<file path="config.mk">
export PLATFORM = sky130hd
export DESIGN_NAME = tcb_scheduler
export DESIGN_NICKNAME = d
export VERILOG_FILES = /design/src/rtl/tcb_scheduler_pkg.sv /design/src/rtl/tcb_period_timer.sv /design/src/rtl/tcb_scheduler.sv
export SDC_FILE = /design/constraint.sdc
export NUM_CORES = 1
export LEC_CHECK = 0
export BUFFER_PORTS_ARGS = -buffer_cell sky130_fd_sc_hd__buf_4
export CAP_MARGIN = 20
export CORE_ASPECT_RATIO = 0.8
export CORE_MARGIN = 1
export CORE_UTILIZATION = 64
export CTS_BUF_LIST = sky130_fd_sc_hd__clkbuf_2 sky130_fd_sc_hd__clkbuf_4 sky130_fd_sc_hd__clkbuf_8
export DETAILED_ROUTE_END_ITERATION = 10
export PLACE_DENSITY_LB_ADDON = 0.08
export RECOVER_POWER = 50
export SYNTH_ARGS = -nofsm -noshare
export SYNTH_HDL_FRONTEND = slang
export SYNTH_SLANG_ARGS = --single-unit
</file>
<file path="constraint.sdc">
create_clock -name clk -period 2.95 [get_ports clk]
set_input_delay 0.59 -clock clk [delete_from_list [all_inputs] [get_ports clk]]
set_output_delay 0.59 -clock clk [all_outputs]
set_load 0.1 [all_outputs]
</file>
<file path="src/rtl/tcb_scheduler_pkg.sv">
// Shared ACFA constants: secure ROM bounds, scheduler state encodings,
// request source IDs and small helpers used by the TCB scheduler and the
// atomicity monitor.
package tcb_scheduler_pkg;

    localparam logic [15:0] SMEM_BASE_DEFAULT      = 16'hA000;
    localparam logic [15:0] LAST_SMEM_ADDR_DEFAULT = 16'hDFFE;
    localparam int          TIMER_WIDTH            = 16;

    localparam logic [1:0] SRC_CFLOG = 2'd0;
    localparam logic [1:0] SRC_VRF   = 2'd1;
    localparam logic [1:0] SRC_TIMER = 2'd2;
    localparam logic [1:0] SRC_NONE  = 2'd3;

    typedef enum logic [1:0] {
        ST_IDLE = 2'd0,
        ST_PEND = 2'd1,
        ST_RUN  = 2'd2,
        ST_DONE = 2'd3
    } tcbState_t;

    // Lowest source index wins: CF-log overflow is the most urgent.
    function automatic logic [1:0] pickSource(input logic [2:0] pending);
        logic [1:0] src;
        src = SRC_NONE;
        if (pending[0]) begin
            src = SRC_CFLOG;
        end else if (pending[1]) begin
            src = SRC_VRF;
        end else if (pending[2]) begin
            src = SRC_TIMER;
        end
        return src;
    endfunction

    // One-hot mask for a source ID; the idle ID maps to no bits.
    function automatic logic [2:0] srcOneHot(input logic [1:0] src);
        logic [2:0] mask;
        case (src)
            SRC_CFLOG: mask = 3'b001;
            SRC_VRF:   mask = 3'b010;
            SRC_TIMER: mask = 3'b100;
            default:   mask = 3'b000;
        endcase
        return mask;
    endfunction

endpackage

</file>
<file path="src/rtl/tcb_period_timer.sv">
// Periodic attestation timer: counts 0..TIMER_PERIOD-1 while enabled and
// flags the wrap cycle, holding at zero while disabled.
module tcb_period_timer
    import tcb_scheduler_pkg::*;
#(
    parameter logic [TIMER_WIDTH-1:0] TIMER_PERIOD = 16'd50000
) (
    input  logic clk,
    input  logic rst,
    input  logic timer_en,
    output logic expire
);

    logic [TIMER_WIDTH-1:0] r_count;
    logic                   w_lastCount;

    assign w_lastCount = (r_count == (TIMER_PERIOD - {{(TIMER_WIDTH-1){1'b0}}, 1'b1}));
    assign expire      = timer_en && w_lastCount;

    // Advance the period count, wrapping on the last count and parking at zero when disabled.
    always_ff @(posedge clk or posedge rst) begin
        if (rst) begin
            r_count <= '0;
        end else if (!timer_en || w_lastCount) begin
            r_count <= '0;
        end else begin
            r_count <= r_count + {{(TIMER_WIDTH-1){1'b0}}, 1'b1};
        end
    end

endmodule

</file>
<file path="src/rtl/tcb_scheduler.sv">
// TCB scheduler: collects attestation requests from three sources, raises an
// interrupt for the highest-priority one and tracks the secure-ROM invocation
// from entry to a clean exit, reporting completion or abnormal termination.
module tcb_scheduler
    import tcb_scheduler_pkg::*;
#(
    parameter logic [15:0] SMEM_BASE      = SMEM_BASE_DEFAULT,
    parameter logic [15:0] LAST_SMEM_ADDR = LAST_SMEM_ADDR_DEFAULT,
    parameter logic [15:0] TIMER_PERIOD   = 16'd50000,
    parameter logic [7:0]  PEND_TIMEOUT   = 8'd255
) (
    input  logic        clk,
    input  logic        rst,
    input  logic [15:0] pc,
    input  logic        cflog_full,
    input  logic        vrf_req,
    input  logic        timer_en,
    output logic        irq_tcb,
    output logic [1:0]  tcb_src,
    output logic        tcb_busy,
    output logic [2:0]  src_ack,
    output logic        sched_err
);

    tcbState_t   r_state;
    tcbState_t   w_stateNext;

    logic        r_cflogPrev;
    logic        r_vrfPrev;
    logic [2:0]  r_pending;
    logic [2:0]  w_setMask;
    logic [2:0]  w_clearMask;
    logic [2:0]  w_pendingNext;

    logic [7:0]  r_toCnt;
    logic [7:0]  w_toCntNext;
    logic [7:0]  w_toCntInc;
    logic        r_sawLast;
    logic        w_sawLastNext;

    logic        r_irq;
    logic [1:0]  r_src;
    logic        r_busy;
    logic [2:0]  r_ack;
    logic        r_err;
    logic        w_irqNext;
    logic [1:0]  w_srcNext;
    logic        w_busyNext;
    logic [2:0]  w_ackNext;
    logic        w_errNext;

    logic        w_timerExpire;
    logic        w_pcInSmem;

    tcb_period_timer #(
        .TIMER_PERIOD (TIMER_PERIOD)
    ) u_periodTimer (
        .clk      (clk),
        .rst      (rst),
        .timer_en (timer_en),
        .expire   (w_timerExpire)
    );

    assign w_pcInSmem = (pc >= SMEM_BASE) && (pc <= LAST_SMEM_ADDR);
    assign w_toCntInc = r_toCnt + 8'd1;

    // A new request always wins over the clear of the same flag, so a request
    // landing in the completion cycle is not lost.
    assign w_setMask     = {w_timerExpire, vrf_req & ~r_vrfPrev, cflog_full & ~r_cflogPrev};
    assign w_pendingNext = (r_pending & ~w_clearMask) | w_setMask;

    assign irq_tcb   = r_irq;
    assign tcb_src   = r_src;
    assign tcb_busy  = r_busy;
    assign src_ack   = r_ack;
    assign sched_err = r_err;

    // Next-state and next-output decode; pulses default low so they last one cycle.
    always_comb begin
        w_stateNext   = r_state;
        w_irqNext     = r_irq;
        w_srcNext     = r_src;
        w_busyNext    = r_busy;
        w_ackNext     = 3'b000;
        w_errNext     = 1'b0;
        w_toCntNext   = r_toCnt;
        w_sawLastNext = r_sawLast;
        w_clearMask   = 3'b000;

        case (r_state)
            ST_IDLE: begin
                w_irqNext  = 1'b0;
                w_busyNext = 1'b0;
                w_srcNext  = SRC_NONE;
                if (|r_pending) begin
                    w_srcNext   = pickSource(r_pending);
                    w_irqNext   = 1'b1;
                    w_toCntNext = 8'd0;
                    w_stateNext = ST_PEND;
                end
            end
            ST_PEND: begin
                if (pc == SMEM_BASE) begin
                    w_irqNext     = 1'b0;
                    w_busyNext    = 1'b1;
                    w_sawLastNext = 1'b0;
                    w_stateNext   = ST_RUN;
                end else if (w_toCntInc == PEND_TIMEOUT) begin
                    w_toCntNext = w_toCntInc;
                    w_errNext   = 1'b1;
                    w_irqNext   = 1'b0;
                    w_srcNext   = SRC_NONE;
                    w_stateNext = ST_IDLE;
                end else begin
                    w_toCntNext = w_toCntInc;
                end
            end
            ST_RUN: begin
                if (!w_pcInSmem) begin
                    w_busyNext = 1'b0;
                    w_srcNext  = SRC_NONE;
                    if (r_sawLast) begin
                        w_ackNext   = srcOneHot(r_src);
                        w_clearMask = srcOneHot(r_src);
                        w_stateNext = ST_DONE;
                    end else begin
                        w_errNext   = 1'b1;
                        w_stateNext = ST_IDLE;
                    end
                end else if (pc == LAST_SMEM_ADDR) begin
                    w_sawLastNext = 1'b1;
                end
            end
            ST_DONE: begin
                w_stateNext = ST_IDLE;
            end
            default: begin
                w_stateNext = ST_IDLE;
            end
        endcase
    end

    // State, bookkeeping and registered outputs.
    always_ff @(posedge clk or posedge rst) begin
        if (rst) begin
            r_state     <= ST_IDLE;
            r_cflogPrev <= 1'b0;
            r_vrfPrev   <= 1'b0;
            r_pending   <= 3'b000;
            r_toCnt     <= 8'd0;
            r_sawLast   <= 1'b0;
            r_irq       <= 1'b0;
            r_src       <= SRC_NONE;
            r_busy      <= 1'b0;
            r_ack       <= 3'b000;
            r_err       <= 1'b0;
        end else begin
            r_state     <= w_stateNext;
            r_cflogPrev <= cflog_full;
            r_vrfPrev   <= vrf_req;
            r_pending   <= w_pendingNext;
            r_toCnt     <= w_toCntNext;
            r_sawLast   <= w_sawLastNext;
            r_irq       <= w_irqNext;
            r_src       <= w_srcNext;
            r_busy      <= w_busyNext;
            r_ack       <= w_ackNext;
            r_err       <= w_errNext;
        end
    end

endmodule
</file>
==> results.md <==
- Leakage: about 1.1 nW
- DR vias/cell: 6.09
- Num CTS Buffers: 5
- CP max FO: 5
- Final worst-path cycle share: 73.2%
- Arrival @ worst endpoint: 2340 ps
- GRT Residual Overflow: 0
- Power share of the sequential group: between 40 and 50%
- Pwr dens: around 670 nW/um2
- Multiplexer share of the synthesized area: 1.53%
- Hold Crit Class: in -> async
- Crit path kind: reg -> reg
- Startpoint types: flop
- Hold_buf cts: 0
- Post-CTS Repair Setup Buffers: 0
- Fmax: 463 MHz
- Gpl congestion: 0.837
- Post-route ant nets: 0
- Comb pwr share: 35.4%
- Post-synth top area cell: dfrtp_1
- DRT iter0 DRCs: roughly 170
- Sw Ratio: 40.0%
- Layout cell share with drive strength beyond 1: between 10% and 20%
- Post-synthesis cell type count: 41
- Async S/R FF share, synth: 100%
- Core Rows: 18
- XOR/XNOR Fraction of Synth Area: 7.00%
- Chip height: 53.6 um
- Worst clock skew: 10.2 ps
- Post-synthesis sequential area ratio: 47.2%
- Mapped Nets: roughly 250
- Syn avg cell area: between 9 and 10 um2
- DIE WIDTH: 66.4 um
- Int Pwr: 0.985 mW
- Switching Power: 0.658 mW
- I/O pin total: 29
- Max-slew headroom: 23.2%
- Pre-antenna DRT Iters: 5
- Post-Synth Simple-Gate Area: 29.4%
- Cells after synthesis: 218
- Synth cell count leaders: dfrtp_1, nor2_1, nand2_1, nand3_1, inv_1
- Synthesis-to-layout area growth: 15.9%
- Antenna fix cells: 0
- Slew Viols, Final: 0
- Clk root buf: clkbuf_8
- Area contributors post-synth: dfrtp_1, nand3_1, nor2_1, xnor2_1, ha_1
- Most frequent cell after synthesis: dfrtp_1
- Number of enable flip-flop cells after synthesis: 0
- Max Cap Viol: 0
- Clock network power share: 21.3%
- Setup Viol. Count Final: 0
- Worst-Margin Slew: 1160 ps
- HPWL after DPL: 3450 um
- Gr usage total: approximately 30%
- Critical Path Sink Type: flop
- Clock slew at reported path FFs: around 80 ps
- Unrepaired setup endpoints after global routing: no
- Outcome: finished, final reports clean
- Worst-case clock buffer depth: 2
- Worst-Skew Late Latency: roughly 300 ps
- Core box area: 3130 um2
- H-tree Lvls: 2
- CP required: roughly 3100 ps
- Setup_tns: 0 ps
- Vias in the first global route: 1726
- Wire per inst: between 15 and 20 um
- Post-synth top area share: 44.7%
- Die ar.: between 3000 and 4000 um2
- #FFs+latches synth: 40
- CTS tree: done
- Initial Util: 67.9%
- Clock sink count: 40
- Largest family of logic cells by synthesized area: simple AND/OR/NAND/NOR gates
- Post-CTS resize count: 0
- Power consumption: approximately 1.6 mW
- Compound-Gate Fraction of Synth Area: between 8 and 9%
- Net count, final: roughly 280
- Post-Route WL: roughly 4700 um
- Max VDD drop: between 700 and 800 uV
- First-pass GRT wire length: 7580 um
- Synth Warn #: 0
- Crit path time final: around 2200 ps
- Hold Vio Cnt, Final: 0
- Adder-cell share of the synthesized area: 3.53%
- Largest net degree at the start of global routing: 41
- Antenna violations before repair: 0
- Post-Syn Area: 2130 um2
- Fill count: 205
- Vias after detailed routing: 1772
- Ys flop type: dfrtp_1
- Port Buffer Count: 28
- DRC: 0
worst max-delay path, cell delays in order (launching register included):
cell and delay (ps):
dfrtp_1 400, inv_1 100, ha_1 170, nor4b_1 250, nand4_1 220, o21ai_0 510
o211ai_1 180, a32o_1 230
logic make-up after synthesis:
kind of cell | after synthesis
AOI/OAI and AO/OA | 25
xor gates and xnor gates | 17
adders and majority gates | 6
buffers and inverters | 17
DFF | 40
muxes | 3
and+or+nand+nor | 110
per-stage QoR:
stage,instance area [um2],hold WS [ps],std cells,util (%),setup WS (ps)
floorplan,2130,409,218,-,1000
global placement,2390,422,284,76.2,826
detailed placement,2390,435,284,76.2,715
CTS,2470,407,291,78.8,813
global route,2460,428,291,78.7,574
finish,2460,422,291,78.7,791
power by group through the flow:
| stage | combinational [mW] | sequential [mW] | clock [mW] |
|---|---|---|---|
| floorplan | 0.294 | 0.847 | 0 |
| global placement | 0.547 | 0.708 | 0 |
| detailed placement | 0.575 | 0.718 | 0 |
| CTS | 0.579 | 0.708 | 0.355 |
| global route | 0.626 | 0.719 | 0.374 |
| finish | 0.581 | 0.711 | 0.350 |
final cells by class:
| type | count | area [um2] | share of cell area, % |
|---|---|---|---|
| Tap cell | 40 | 50.0 | 2.03 |
| Timing Repair Buffer | 30 | 221 | 8.99 |
| Multi-Input combinational cell | 161 | 1060 | 43.0 |
| Sequential cell | 40 | 1000 | 40.7 |
| Inverter | 13 | 48.8 | 1.98 |
| Clock buffer | 6 | 76.3 | 3.10 |
| Clock inverter | 1 | 5.00 | 0.203 |
sequential cells by signal, indices dropped and copies added (netlist names):
| signal | count |
|---|---|
| irq_tcb | 1 |
| r_cflogPrev | 1 |
| r_pending | 3 |
| r_sawLast | 1 |
| r_state | 2 |
| r_toCnt | 8 |
| r_vrfPrev | 1 |
| sched_err | 1 |
| src_ack | 3 |
| tcb_busy | 1 |
| tcb_src | 2 |
| u_periodTimer.r_count | 16 |
worst paths after layout:
| path | slack, ps | depth (start not counted) | to | startpoint |
|---|---|---|---|---|
| min reg2reg | 440 | 1 | r_pending[1] | r_vrfPrev |
| max in group asynchronous | 2150 | 3 | tcb_src[0] | rst |
| max reg2reg | 790 | 7 | r_state[1] | r_state[1] |
| min in group clk | 430 | 1 | r_cflogPrev | cflog_full |
| max | 790 | 7 | r_state[1] | r_state[1] |
| min | 420 | 3 | r_toCnt[0] | rst |
per-layer routing:
layer	track usage [%]	vias to the layer above	wire, um
met5	0	-	0
met3	6.78	11	272
met2	49.8	66	2420
li1	-	842	-
met1	37.1	853	1940
met4	14.2	0	106
layout by cell type, fill, tap and decap left out, types with 5 or more instances in the layout:
| master | Yosys | routed |
|---|---|---|
| dfrtp_1 | 38 | 38 |
| nand3_1 | 20 | 20 |
| nor3_1 | 5 | 5 |
| nand4_1 | 6 | 6 |
| ha_1 | 6 | 6 |
| buf_4 | 0 | 26 |
| clkbuf_8 | 0 | 5 |
| nor2_1 | 25 | 25 |
| nand2_1 | 20 | 20 |
| xnor2_1 | 9 | 9 |
| inv_1 | 13 | 13 |
| nor3b_1 | 5 | 5 |
| and3_1 | 9 | 9 |
| xor2_1 | 8 | 8 |
| nor4b_1 | 5 | 5 |
(Power assumes the default switching activity.)
